$ cat config.mk
export PLATFORM = sky130hd
export DESIGN_NAME = adc_capture_ctrl
export DESIGN_NICKNAME = d
export VERILOG_FILES = /design/src/rtl/ising_config.sv /design/src/rtl/adc_capture_buf.sv /design/src/rtl/adc_capture_ctrl.sv
export SDC_FILE = /design/constraint.sdc
export NUM_CORES = 2
export LEC_CHECK = 0
export ABC_AREA = 0
export CAP_MARGIN = 20
export CELL_PAD_IN_SITES_DETAIL_PLACEMENT = 0
export CELL_PAD_IN_SITES_GLOBAL_PLACEMENT = 2
export CORE_MARGIN = 1.5
export CORE_UTILIZATION = 55
export DETAILED_ROUTE_END_ITERATION = 6
export PLACE_DENSITY_LB_ADDON = 0.1
export SETUP_SLACK_MARGIN = 0.2
export SLEW_MARGIN = 20
export SYNTH_ARGS = -nofsm -noshare
export SYNTH_HDL_FRONTEND = slang
export SYNTH_HIERARCHICAL = 1
export SYNTH_SLANG_ARGS = --single-unit
$ cat constraint.sdc
create_clock -name clk -period 8.6 [get_ports clk]
set_input_delay 2.15 -clock clk [delete_from_list [all_inputs] [get_ports clk]]
set_output_delay 2.15 -clock clk [all_outputs]
set_load 0.05 [all_outputs]
$ cat src/rtl/ising_config.sv
// rtl/ising_config.sv - shared configuration constants and types for the ising GPIO config space
package ising_config;

  // GPIO configuration bus geometry
  localparam int gpio_addr_width = 16;
  localparam int gpio_data_width = 8;

  // ADC capture geometry
  localparam int adc_buffer_len = 256;
  localparam int adc_sample_w   = 16;

  // Register map (adc_run_reg is 17 bits wide; only the low 16 bits are decoded)
  localparam logic [16:0] adc_run_reg      = 17'h0_0005;
  localparam logic [15:0] mac_adc_read_reg = 16'h000A;

  // Run-register control bits
  localparam int adc_run_arm_bit   = 0;
  localparam int adc_run_abort_bit = 1;

  typedef enum logic [1:0] {
    IDLE    = 2'd0,
    ARMED   = 2'd1,
    CAPTURE = 2'd2,
    DONE    = 2'd3
  } adc_cap_state_t;

endpackage

$ cat src/rtl/adc_capture_buf.sv
// rtl/adc_capture_buf.sv - simple dual-port sample RAM with registered read
module adc_capture_buf
  import ising_config::*;
#(
  parameter int DEPTH = adc_buffer_len,
  parameter int WIDTH = adc_sample_w
) (
  input  logic                     clk,
  input  logic                     we,
  input  logic [$clog2(DEPTH)-1:0] waddr,
  input  logic [WIDTH-1:0]         wdata,
  input  logic                     re,
  input  logic [$clog2(DEPTH)-1:0] raddr,
  output logic [WIDTH-1:0]         rdata
);

  logic [WIDTH-1:0] mem [DEPTH];

  // Write port plus one-cycle registered read; contents are never reset
  always_ff @(posedge clk) begin
    if (we) begin
      mem[waddr] <= wdata;
    end
    if (re) begin
      rdata <= mem[raddr];
    end
  end

endmodule

$ cat src/rtl/adc_capture_ctrl.sv
// rtl/adc_capture_ctrl.sv - armed/triggered ADC sample capture with byte-wise readback
module adc_capture_ctrl
  import ising_config::*;
#(
  parameter int SAMPLE_W = adc_sample_w,
  parameter int BUF_LEN  = adc_buffer_len,
  parameter int ADDR_W   = gpio_addr_width,
  parameter int DATA_W   = gpio_data_width
) (
  input  logic                clk,
  input  logic                rst,
  input  logic                w_en,
  input  logic [ADDR_W-1:0]   w_addr,
  input  logic [DATA_W-1:0]   w_data,
  input  logic                trig,
  input  logic [SAMPLE_W-1:0] adc_tdata,
  input  logic                adc_tvalid,
  output logic [DATA_W-1:0]   rd_data,
  output logic                rd_valid,
  output logic                busy,
  output logic                done
);

  localparam int BYTES  = SAMPLE_W / DATA_W;
  localparam int WP_W   = $clog2(BUF_LEN);
  localparam int RP_W   = $clog2(BUF_LEN * BYTES);
  localparam int BSH    = $clog2(BYTES);
  localparam int BSEL_W = (BSH > 0) ? BSH : 1;

  adc_cap_state_t state_q, state_d;

  logic [WP_W-1:0]     wr_ptr_q;
  logic [RP_W-1:0]     rd_ptr_q;
  logic                clr_ptrs;

  logic [15:0]         addr_lo;
  logic                run_wr;
  logic                rd_wr;
  logic                abort_req;
  logic                arm_req;
  logic                sample_we;
  logic                rd_hit;

  logic [WP_W-1:0]     rd_word_addr;
  logic [BSEL_W-1:0]   rd_byte_sel;
  logic [SAMPLE_W-1:0] buf_rdata;

  logic                rd_pend_q;
  logic                rd_hit_q;
  logic [BSEL_W-1:0]   rd_byte_q;
  logic [DATA_W-1:0]   rd_byte_val;

  // Only the arm and abort bits of the run register carry meaning
  logic unused_w_data;
  assign unused_w_data = ^w_data[DATA_W-1:2];

  // Register decode on the low 16 address bits
  assign addr_lo   = 16'(w_addr);
  assign run_wr    = w_en && (addr_lo == adc_run_reg[15:0]);
  assign rd_wr     = w_en && (addr_lo == mac_adc_read_reg);
  assign abort_req = run_wr && w_data[adc_run_abort_bit];
  assign arm_req   = run_wr && w_data[adc_run_arm_bit];

  // Buffer write only in CAPTURE, buffer read only in DONE, so the ports never collide
  assign sample_we = (state_q == CAPTURE) && adc_tvalid;
  assign rd_hit    = rd_wr && (state_q == DONE);

  // Low rd_ptr bits pick the byte within a sample, the rest pick the sample
  assign rd_word_addr = WP_W'(rd_ptr_q >> BSH);
  assign rd_byte_sel  = (BSH > 0) ? BSEL_W'(rd_ptr_q) : '0;

  adc_capture_buf #(
    .DEPTH (BUF_LEN),
    .WIDTH (SAMPLE_W)
  ) u_buf (
    .clk   (clk),
    .we    (sample_we),
    .waddr (wr_ptr_q),
    .wdata (adc_tdata),
    .re    (rd_hit),
    .raddr (rd_word_addr),
    .rdata (buf_rdata)
  );

  // Capture state register
  always_ff @(posedge clk or negedge rst) begin
    if (!rst) begin
      state_q <= IDLE;
    end else begin
      state_q <= state_d;
    end
  end

  // Next state, pointer clear and status outputs; abort outranks everything
  always_comb begin
    state_d  = state_q;
    clr_ptrs = 1'b0;
    busy     = 1'b0;
    done     = 1'b0;

    if (abort_req) begin
      state_d  = IDLE;
      clr_ptrs = 1'b1;
    end else begin
      unique case (state_q)
        IDLE: begin
          if (arm_req) begin
            state_d  = ARMED;
            clr_ptrs = 1'b1;
          end
        end
        ARMED: begin
          if (trig) begin
            state_d = CAPTURE;
          end
        end
        CAPTURE: begin
          if (adc_tvalid && (wr_ptr_q == WP_W'(BUF_LEN - 1))) begin
            state_d = DONE;
          end
        end
        DONE: begin
          if (arm_req) begin
            state_d  = ARMED;
            clr_ptrs = 1'b1;
          end
        end
        default: begin
          state_d = IDLE;
        end
      endcase
    end

    busy = (state_q == ARMED) || (state_q == CAPTURE);
    done = (state_q == DONE);
  end

  // Write and read pointers; rd_ptr wraps naturally after the last byte
  always_ff @(posedge clk or negedge rst) begin
    if (!rst) begin
      wr_ptr_q <= '0;
      rd_ptr_q <= '0;
    end else if (clr_ptrs) begin
      wr_ptr_q <= '0;
      rd_ptr_q <= '0;
    end else begin
      if (sample_we) begin
        wr_ptr_q <= wr_ptr_q + 1'b1;
      end
      if (rd_hit) begin
        rd_ptr_q <= rd_ptr_q + 1'b1;
      end
    end
  end

  // Track each read request alongside the RAM's one-cycle read latency
  always_ff @(posedge clk or negedge rst) begin
    if (!rst) begin
      rd_pend_q <= 1'b0;
      rd_hit_q  <= 1'b0;
      rd_byte_q <= '0;
    end else begin
      rd_pend_q <= rd_wr;
      rd_hit_q  <= rd_hit;
      rd_byte_q <= rd_byte_sel;
    end
  end

  assign rd_byte_val = DATA_W'(buf_rdata >> (int'(rd_byte_q) * DATA_W));

  // Output register: a miss (not in DONE) answers 0x00; data holds between reads
  always_ff @(posedge clk or negedge rst) begin
    if (!rst) begin
      rd_data  <= '0;
      rd_valid <= 1'b0;
    end else begin
      rd_valid <= rd_pend_q;
      if (rd_pend_q) begin
        rd_data <= rd_hit_q ? rd_byte_val : '0;
      end
    end
  end

endmodule

==> results_dict.tcl <==
set metrics [dict create \
    status "complete, no violations" \
    synth_nets 7569 \
    setup_violations 0 \
    vias 78680 \
    antenna_found_initial 20 \
    synth-seq-area-share 0.7739 \
    hold_start "u_buf/rdata[6]$_DFFE_PP_" \
    powerDensity_mw_per_mm2 225.0 \
    hold_viol 0 \
    nets 7947 \
    cts_setup_buffers 0 \
    syn_inst 7518 \
    cts_buffers 418 \
    avgSynthCellArea_sq_um 21.36 \
    ys_types 68 \
    hold_path_class "reg -> reg" \
    min_to "rd_data[6]$_DFFE_PN0P_" \
    drc 0 \
    crit_fanout 25 \
    leakagePower_nw 53.79 \
    grtUsageTotal 0.2802 \
    slew_headroom 0.1391 \
    finalCriticalPeriod_ps 5242 \
    cp.required_ps 9240 \
    synth_top_area_cell "edfxtp_1" \
    io_pins 56 \
    setup_tns_ps 0 \
    grt_pass1_wl_microns 582900 \
    htreeDepth 5 \
    fmax_ghz 0.1908 \
    die_h_microns 543.3 \
    portBuffers 49 \
    synthFlopType "edfxtp_1" \
    row_count 198 \
    r2r_cells 7 \
    cts.clk_slew.worst_paths_ps 60 \
    fin_skew_ps 43.20 \
    drt-met1-wl_microns 166700 \
    ys_ff_latch 4143 \
    ir_drop_mv 0.2345 \
    tightest_slew_ps 1282 \
    area.growth.synth_to_final_pct 12.35 \
    r2r-start "rd_ptr_q[2]$_DFFE_PN0P_" \
    first_global_vias 78600 \
    start_util 0.5525 \
    die_w_microns 543.3 \
    viasPerCell 6.468 \
    synth.top_cell.area_share 0.7691 \
    grt_max_degree 153 \
    slew_viol_final 0 \
    core_sq_mm 0.2906 \
    clk_latency_ps 940 \
    cp.arrival_ps 5880 \
    clock_path_buffers 4 \
    die_area_sq_mm 0.2952 \
    synth_edf_count 4112 \
    met3_length_microns 34080 \
    synth_warnings 6 \
    wl_per_cell_microns 33.87 \
    dp.final_hpwl_microns 237300 \
    drv_cap 0 \
    crit_path_end_kind "flop" \
    cts_resized 0 \
    ff2ff_setup_slack_ps 3370 \
    critPathKind "in -> reg" \
    drtAntennaViolNets 0 \
    synth.most_common_cell "edfxtp_1" \
    final_util 0.6207 \
    cts.sinks 4143 \
    cts_tree "yes" \
    clock-root-buffer "clkbuf_16" \
    grt_overflow 0 \
    drt-total-wl_microns 412100 \
    async_flop_share 0.007483 \
    setup.worst_path.start_class "input port" \
    yosys-top-cells-count "edfxtp_1 (4112), mux4_2 (797), mux2i_1 (574)" \
    drive_above_1_share 0.2374 \
    place.gp.congestion 0.8451 \
    met2_length_microns 199200 \
    whs_path_depth 2 \
    top_layer "met4" \
    post-route-period-util 0.6096 \
    fillers 20030 \
    rsz0062_at_grt "no" \
    rr_endpoint "u_buf/rdata[7]$_DFFE_PP_" \
    first_pass_iters 6 \
    hold_buffers 0 \
    synth_area_leaders "edfxtp_1 (77%), mux4_2 (11%), mux2i_1 (3.6%)" \
    first_iter_violations 9505 \
    synth.cell_area_sq_mm 0.1606 \
]
-- worst max-delay path by stage --
| stage | cells past startpoint | end | slack (ps) | from |
|---|---|---|---|---|
| after CTS | 7 | u_buf/rdata[11]$_DFFE_PP_ | 3380 | rd_ptr_q[1]$_DFFE_PN0P_ |
| after global routing | 7 | u_buf/rdata[11]$_DFFE_PP_ | 3250 | rd_ptr_q[1]$_DFFE_PN0P_ |
| after detailed placement | 6 | u_buf/mem[122][1]$_DFFE_PP_ | 2630 | adc_tvalid |
| final | 7 | u_buf/mem[123][2]$_DFFE_PP_ | 3360 | adc_tvalid |
| after floorplan | 7 | u_buf/mem[234][0]$_DFFE_PP_ | 4010 | adc_tvalid |
| after global placement | 6 | u_buf/mem[122][1]$_DFFE_PP_ | 2680 | adc_tvalid |
-- stage by stage --
| step | power, mW | hold WS (ps) | setup slack (ps) | cell area [sq um] | instances |
|---|---|---|---|---|---|
| global placement | 22.97 | 515.4 | 2679 | 166600 | 11370 |
| CTS | 40.89 | 519.3 | 3378 | 180200 | 12150 |
| finish | 40.59 | 522.2 | 3358 | 180400 | 12170 |
| floorplan | 22.62 | 352.0 | 4015 | 160600 | 7518 |
| global route | 41.65 | 533.8 | 3251 | 180400 | 12150 |
| detailed placement | 23.00 | 514.0 | 2629 | 166600 | 11370 |
-- logic make-up (layout without fill, tap and decap cells) --
group | count (synthesis) | in the layout | share of synthesized area
simple gates | 616 | 616 | 0.01805
other cells | 0 | 13 | 0
mux | 1459 | 1459 | 0.1538
xor+xnor | 15 | 15 | 0.0008182
compound gates | 804 | 804 | 0.03568
fa+ha+maj | 6 | 6 | 0.0004676
flops | 4143 | 4143 | 0.7739
buf+inv | 475 | 1209 | 0.01730
-- power breakdown --
group / internal [mW] / switching (mW) / leakage [nW]
logic: 0.0342 / 0.347 / 9.75
registers: 22.2 / 0.000124 / 37.4
clock network: 10.5 / 7.49 / 6.68
-- registers in the layout, summed over array words and instances (netlist names) --
signal       count
rd_hit_q         1
state_q          2
rd_data          8
rd_valid         1
u_buf/rdata     16
rd_byte_q        1
u_buf/mem     4096
rd_pend_q        1
rd_ptr_q         9
wr_ptr_q         8
-- final cells by class --
| type | count | area [sq um] | share of cell area |
|---|---|---|---|
| diodes | 13 | 32.53 | 0.0001803 |
| well taps | 3900 | 4880 | 0.02705 |
| repair buffers | 416 | 3700 | 0.02051 |
| inverters | 17 | 76.32 | 0.0004231 |
| clock inverters | 252 | 2465 | 0.01366 |
| clock buffers | 524 | 11160 | 0.06188 |
| flip-flops and latches | 4143 | 124300 | 0.6890 |
| multi-input cells | 2900 | 33790 | 0.1873 |
-- critical path, stage by stage --
cell             delay (ps)
clkdlybuf4s50_1         680
and2_1                  190
buf_4                   310
nand4_1                 750
buf_4                   530
nor2_1                  900
buf_4                   340
-- cell usage in the layout, fill, tap and decap left out, types with 32 or more instances in the layout --
master | Yosys | final
a21oi_1 | 179 | 179
a22o_1 | 32 | 32
a22oi_1 | 43 | 43
buf_4 | 27 | 336
bufinv_16 | 0 | 45
clkbuf_1 | 232 | 88
clkbuf_16 | 0 | 429
clkdlybuf4s50_1 | 0 | 32
clkinv_1 | 0 | 97
clkinv_2 | 0 | 86
edfxtp_1 | 4112 | 4112
mux2_2 | 88 | 88
mux2i_1 | 574 | 574
mux4_2 | 797 | 797
nand2_1 | 45 | 43
nor2_1 | 324 | 280
nor2_2 | 2 | 35
nor3_1 | 93 | 86
o21ai_0 | 39 | 39
o221ai_1 | 252 | 252
o22ai_1 | 156 | 156
-- layer usage --
metal	vias to the layer above	GRT usage
li1	32640	-
met1	42420	0.3995
met2	3093	0.4471
met3	524	0.05098
met4	0	0.08248
met5	-	0
(Power assumes the default switching activity.)
